### src/rtl/uart_tx_arb_if.sv
// Requester-side bundle for uart_tx_arb: one valid/ready/byte lane per core.
//   ReqValid : per-requester byte valid
//   ReqData  : per-requester byte, requester i in bits [8i+7:8i]
//   ReqReady : per-requester accept strobe from the arbiter
interface uart_tx_arb_if #(
  parameter int unsigned NUM_REQ = 4
);
  logic [NUM_REQ-1:0]   ReqValid;
  logic [8*NUM_REQ-1:0] ReqData;
  logic [NUM_REQ-1:0]   ReqReady;

  modport master (output ReqValid, output ReqData, input ReqReady);
  modport slave  (input ReqValid, input ReqData, output ReqReady);
endinterface

### src/rtl/uart_tx_arb.sv
// Round-robin arbiter feeding a single 8N1 UART transmitter.
//   QClk     : clock
//   RstQnnnL : asynchronous active-low reset
//   req      : requester bundle (ReqValid / ReqData in, ReqReady out, combinational)
//   uart_tx  : serial line, LSB first, idle high
//   Busy     : frame in flight
//   GrantId  : requester owning the current or most recent frame
//   TxDone   : one-cycle pulse in the last stop-bit cycle
module uart_tx_arb #(
  parameter int unsigned NUM_REQ     = 4,
  parameter int unsigned CLK_PER_BIT = 43
) (
  input  logic                       QClk,
  input  logic                       RstQnnnL,
  uart_tx_arb_if.slave               req,
  output logic                       uart_tx,
  output logic                       Busy,
  output logic [$clog2(NUM_REQ)-1:0] GrantId,
  output logic                       TxDone
);

  localparam int unsigned ID_W  = $clog2(NUM_REQ);
  localparam int unsigned CNT_W = $clog2(CLK_PER_BIT);
  localparam logic [CNT_W-1:0] CNT_MAX = CNT_W'(CLK_PER_BIT - 1);
  localparam logic [ID_W-1:0]  ID_LAST = ID_W'(NUM_REQ - 1);

  typedef enum logic [1:0] {IDLE, START, DATA, STOP} state_t;

  state_t           state_q, state_n;
  logic [CNT_W-1:0] cnt_q, cnt_n;
  logic [2:0]       bit_q, bit_n;
  logic [7:0]       shift_q, shift_n;
  logic [ID_W-1:0]  last_q, last_n;
  logic [ID_W-1:0]  gid_q, gid_n;
  logic             tx_q, tx_n;
  logic             busy_q, busy_n;
  logic             done_q, done_n;

  logic [ID_W-1:0]  grant_c;
  logic             any_valid_c;
  logic [7:0]       data_arr [NUM_REQ];
  logic             bit_end;

  // Unpack the flat data bus into per-requester bytes.
  always_comb begin
    for (int i = 0; i < int'(NUM_REQ); i++) begin
      data_arr[i] = req.ReqData[8*i +: 8];
    end
  end

  // Round-robin pick: scan downward so the closest index after last_q wins.
  always_comb begin
    int idx;
    grant_c     = '0;
    any_valid_c = 1'b0;
    idx         = 0;
    for (int i = int'(NUM_REQ); i > 0; i--) begin
      idx = (int'(last_q) + i) % int'(NUM_REQ);
      if (req.ReqValid[ID_W'(idx)]) begin
        grant_c     = ID_W'(idx);
        any_valid_c = 1'b1;
      end
    end
  end

  // Accept strobe; held low while reset is asserted.
  always_comb begin
    req.ReqReady = '0;
    if (RstQnnnL && (state_q == IDLE) && any_valid_c) begin
      req.ReqReady[grant_c] = 1'b1;
    end
  end

  assign bit_end = (cnt_q == CNT_MAX);

  // Next-state and datapath.
  always_comb begin
    state_n = state_q;
    cnt_n   = cnt_q;
    bit_n   = bit_q;
    shift_n = shift_q;
    last_n  = last_q;
    gid_n   = gid_q;
    tx_n    = tx_q;

    unique case (state_q)
      IDLE: begin
        tx_n  = 1'b1;
        cnt_n = '0;
        if (any_valid_c) begin
          shift_n = data_arr[grant_c];
          last_n  = grant_c;
          gid_n   = grant_c;
          bit_n   = '0;
          tx_n    = 1'b0;
          state_n = START;
        end
      end
      START: begin
        if (bit_end) begin
          cnt_n   = '0;
          tx_n    = shift_q[0];
          state_n = DATA;
        end else begin
          cnt_n = cnt_q + CNT_W'(1);
        end
      end
      DATA: begin
        if (bit_end) begin
          cnt_n = '0;
          if (bit_q == 3'd7) begin
            tx_n    = 1'b1;
            state_n = STOP;
          end else begin
            bit_n   = bit_q + 3'd1;
            shift_n = {1'b0, shift_q[7:1]};
            tx_n    = shift_q[1];
          end
        end else begin
          cnt_n = cnt_q + CNT_W'(1);
        end
      end
      STOP: begin
        if (bit_end) begin
          cnt_n   = '0;
          tx_n    = 1'b1;
          state_n = IDLE;
        end else begin
          cnt_n = cnt_q + CNT_W'(1);
        end
      end
      default: state_n = IDLE;
    endcase
  end

  // Registered status derived from the upcoming state.
  assign busy_n = (state_n != IDLE);
  assign done_n = (state_n == STOP) && (cnt_n == CNT_MAX);

  // State and datapath registers.
  always_ff @(posedge QClk or negedge RstQnnnL) begin
    if (!RstQnnnL) begin
      state_q <= IDLE;
      cnt_q   <= '0;
      bit_q   <= '0;
      shift_q <= '0;
      last_q  <= ID_LAST;
      gid_q   <= '0;
      tx_q    <= 1'b1;
      busy_q  <= 1'b0;
      done_q  <= 1'b0;
    end else begin
      state_q <= state_n;
      cnt_q   <= cnt_n;
      bit_q   <= bit_n;
      shift_q <= shift_n;
      last_q  <= last_n;
      gid_q   <= gid_n;
      tx_q    <= tx_n;
      busy_q  <= busy_n;
      done_q  <= done_n;
    end
  end

  assign uart_tx = tx_q;
  assign Busy    = busy_q;
  assign GrantId = gid_q;
  assign TxDone  = done_q;

endmodule

### src/flat_wrapper.sv
// flat-port wrapper written by rule: the top's interface ports become plain ports
module uart_tx_arb_flat 
#(
  parameter int unsigned NUM_REQ     = 4,
  parameter int unsigned CLK_PER_BIT = 43
)
  (QClk, RstQnnnL, uart_tx, Busy, GrantId, TxDone, req_ReqValid, req_ReqData, req_ReqReady);
  uart_tx_arb_if #(.NUM_REQ(NUM_REQ)) req_i ();
  input  logic QClk;
  input  logic RstQnnnL;
  output logic uart_tx;
  output logic Busy;
  output logic [$clog2(NUM_REQ)-1:0] GrantId;
  output logic TxDone;
  input wire logic [$bits(req_i.ReqValid)-1:0] req_ReqValid;
  input wire logic [$bits(req_i.ReqData)-1:0] req_ReqData;
  output wire logic [$bits(req_i.ReqReady)-1:0] req_ReqReady;
  assign req_i.ReqValid = req_ReqValid;
  assign req_i.ReqData = req_ReqData;
  assign req_ReqReady = req_i.ReqReady;
  uart_tx_arb #(.NUM_REQ(NUM_REQ), .CLK_PER_BIT(CLK_PER_BIT)) u_core (.QClk(QClk), .RstQnnnL(RstQnnnL), .req(req_i), .uart_tx(uart_tx), .Busy(Busy), .GrantId(GrantId), .TxDone(TxDone));
endmodule
### config.mk
export PLATFORM = sky130hd
export DESIGN_NAME = uart_tx_arb_flat
export DESIGN_NICKNAME = d
export VERILOG_FILES = /design/src/rtl/uart_tx_arb_if.sv /design/src/rtl/uart_tx_arb.sv /design/src/flat_wrapper.sv
export SDC_FILE = /design/constraint.sdc
export NUM_CORES = 1
export LEC_CHECK = 0
export CAP_MARGIN = 20
export CORE_ASPECT_RATIO = 0.8
export CORE_MARGIN = 3
export CORE_UTILIZATION = 48
export CTS_CLUSTER_SIZE = 16
export DETAILED_ROUTE_END_ITERATION = 8
export PLACE_DENSITY = 0.79
export REMOVE_ABC_BUFFERS = 1
export SETUP_SLACK_MARGIN = 0.4
export SYNTH_ARGS = -nofsm -noshare
export SYNTH_HDL_FRONTEND = slang
export SYNTH_SLANG_ARGS = --single-unit
### constraint.sdc
create_clock -name QClk -period 2.2 [get_ports QClk]
set_input_delay 0.33 -clock QClk [delete_from_list [all_inputs] [get_ports QClk]]
set_output_delay 0.33 -clock QClk [all_outputs]
set_load 0.05 [all_outputs]
==> qor.yml <==
synth.top_cell.area_share_pct: 32.6
multiInputGateArea_mm2: 0.00116
hp-class: "flip-flop to flip-flop"
wl_per_cell_um: 16.2
worst_ep_required_time_ns: 1.87
antenna_found_initial: 0
num-fill-cells: 217
dp.cells: 283
synth_xor_area_share_pct: 2.48
critPathKind: "flip-flop to output pin"
place.gp.congestion: 0.792
routed_wl_mm: 5.00
cp_max_fo: 4
start_kind: "flip-flop"
antenna-diode-count: 0
synthMuxAreaShare_pct: 8.99
endpoint_kind: "output pin"
synth_top_cells_by_count: "dfrtp_1 (23), nor2_1 (21), nand2_1 (14), nand2b_1 (9), nand3_1 (9)"
reg2reg_from: "u_core.last_q[0]"
outcome: "finished, final reports clean"
whs_endpoint: "u_core.uart_tx"
instances_no_fill: 308
grt-ovfl-total: 0
synth_top_family_by_area: "simple AND/OR/NAND/NOR gates"
core_mm2: 0.00347
cp.arrival_ns: 1.79
synth-compound-area-share_pct: 19.7
tritoncts: "yes"
ctsHtreeMaxLevel: 1
vias_per_cell: 5.73
hold_viol: 0
yosys_warnings: 0
initial_core_util_pct: 50.9
vias: 1766
synth_area_per_cell_um2: 9.45
r2r_setup_slack_ns: 0.17
holdPathStages: 2
fin_util_pct: 79.8
design_area_mm2: 0.00277
leakage_nw: 1.21
numCtsBuffers: 3
cap_violations: 0
tightest_slew_ns: 0.665
setup_viol: 0
grt_first_pass_wirelength_mm: 7.94
clkSlewWorstSetupHoldPaths_ns: 0.08
pwr-share-seq_pct: 32.3
timing.fmax_ghz: 0.471
switching_share_pct: 39.7
synth_edf_count: 0
synthSimpleGateAreaFrac_pct: 24.2
io_pins: 47
clock_power_share_pct: 10.3
fin_crit_sh_pct: 96.6
die_w_um: 73.8
insertion_delay_ns: 0.27
p_int_mw: 1.59
grt_usage_pct: 23.2
dieArea_mm2: 0.00445
ys_ff_latch: 26
slew_headroom_pct: 55.6
clockRootBuffer: "clkbuf_8"
layout-drive-gt1-share_pct: 35.0
synthFlopType: "dfrtp_1"
synth.distinct_cells: 54
regArea_um2: 654
nets: 309
r2r_cells: 8
synth_area_leader_cell: "dfrtp_1"
power.density_mw_per_mm2: 951
postCtsHoldBufs: 0
firstDrtPassIters: 4
numPortBuffers: 46
power.switching_mw: 1.04
placed_cell_area_mm2: 0.00241
synthTopCellsByArea: "dfrtp_1 (33%), mux2i_1 (4.5%), dfstp_2 (4.5%)"
rows: 19
synthAdderAreaFrac_pct: 2.83
grt_max_degree: 15
synth_seq_area_share_pct: 37.0
irDropWorstVdd_v: 0.000817
clockBufferDepth: 2
reg2reg_to: "u_core.shift_q[7]"
grt_pass1_vias: 1777
die_y_um: 60.3
rsz0062_at_grt: "yes"
drtIter0Drc: 87
yosysMostFrequentCell: "dfrtp_1"
clock-sinks: 26
drv_slew: 0
critPathLaunch: "u_core.last_q[0]"
syn_to_final_growth_pct: 56.8
drc: 0
netlist_instances: 187
hold_start: "u_core.uart_tx"
skew_ns: 0.0107
period_needed_ns: 2.12
drtAntennaViolNets: 0
synth_area_mm2: 0.00177
dp_hpwl_mm: 3.52
setup_tns_ns: 0
p_comb_share_pct: 57.4
synthArstFlopShare_pct: 100
==> critical path, cell delays in order, from the launching register on <==
cell	delay (ns)
dfstp_2	0.54
and3b_2	0.22
a211oi_2	0.22
nor2_1	0.08
buf_4	0.15
and4_4	0.18
buf_12	0.14
==> layer usage <==
layer	wire length [µm]	vias up	GRT usage, %
li1	-	837	-
met1	2200	850	30.9
met2	2370	70	39.3
met3	357	9	3.70
met4	72	0	6.20
met5	0	-	0
==> flip-flops by register name (all words and copies together), names as in the netlist <==
signal / count
u_core.Busy: 1
u_core.GrantId: 2
u_core.TxDone: 1
u_core.bit_q: 3
u_core.cnt_q: 6
u_core.last_q: 2
u_core.shift_q: 8
u_core.state_q: 2
u_core.uart_tx: 1
==> power groups by stage <==
stage	Clock, mW	Sequential, mW	Combinational, mW
final	0.270	0.851	1.51
after global routing	0.299	0.872	1.63
after detailed placement	0	0.867	1.15
after CTS	0.275	0.854	1.33
after floorplan	0	0.943	0.658
after global placement	0	0.862	1.13
==> worst max path at each step <==
| stage | endpoint | slack (ns) | depth (start not counted) |
|---|---|---|---|
| final | req_ReqReady[2] | 0.08 | 6 |
| after global routing | req_ReqReady[3] | 0.02 | 6 |
| after detailed placement | u_core.shift_q[7] | -0.1 | 6 |
| after global placement | u_core.shift_q[7] | -0.11 | 6 |
| after CTS | req_ReqReady[3] | 0.11 | 6 |
| after floorplan | req_ReqReady[2] | -0.01 | 4 |
==> cell families (layout without fill, tap and decap cells) <==
| group | after synthesis | after routing |
|---|---|---|
| multiplexers | 14 | 14 |
| XOR/XNOR | 5 | 5 |
| buffers and inverters | 18 | 97 |
| flip-flops | 26 | 26 |
| AND/OR/NAND/NOR | 77 | 77 |
| adder cells (fa/ha/maj) | 4 | 4 |
| AO/OA/AOI/OAI | 43 | 43 |
==> cell type report <==
cell class	instances	share of cell area, %
multi-input combinational	143	41.7
clock buffer	4	1.63
timing repair buffer	85	30.0
inverter	8	1.08
tap	42	1.90
sequential	26	23.6
==> through the flow <==
| step | hold WS (ns) | setup slack (ns) | total power, mW |
|---|---|---|---|
| after floorplan | 0.0344 | -0.0142 | 1.60 |
| after global placement | 0.464 | -0.111 | 1.99 |
| after detailed placement | 0.470 | -0.0960 | 2.02 |
| after CTS | 0.490 | 0.110 | 2.46 |
| after global routing | 0.526 | 0.0151 | 2.80 |
| final | 0.489 | 0.0751 | 2.63 |
==> repair_timing <==
item,in CTS,in global routing
pin swaps,11,10
setup buffers,13,8
gates resized for setup,29,14
setup endpoints to repair,18,18
cloned,0,0
==> cell usage in the layout (no fill, tap or decap), drive strengths merged, types with 2 or more instances in the layout <==
cell type	n
buf	43
clkdlybuf4s50	36
dfrtp	23
nor2	22
nand2	14
nand3	9
nand2b	9
a21oi	9
inv	8
mux2i	8
o21ai	7
dlygate4sd2	5
mux2	5
clkbuf	4
nor3	4
o221ai	4
ha	4
xnor2	3
nor2b	3
a221o	3
and2	3
a311oi	3
a22o	3
dfstp	3
a311o	2
xor2	2
and4	2
or3	2
a211o	2
nor4	2
or2	2
o22ai	2
and3b	2
a211oi	2
and3	2
o21bai	2
No activity file was read; power rests on OpenSTA's default activity.
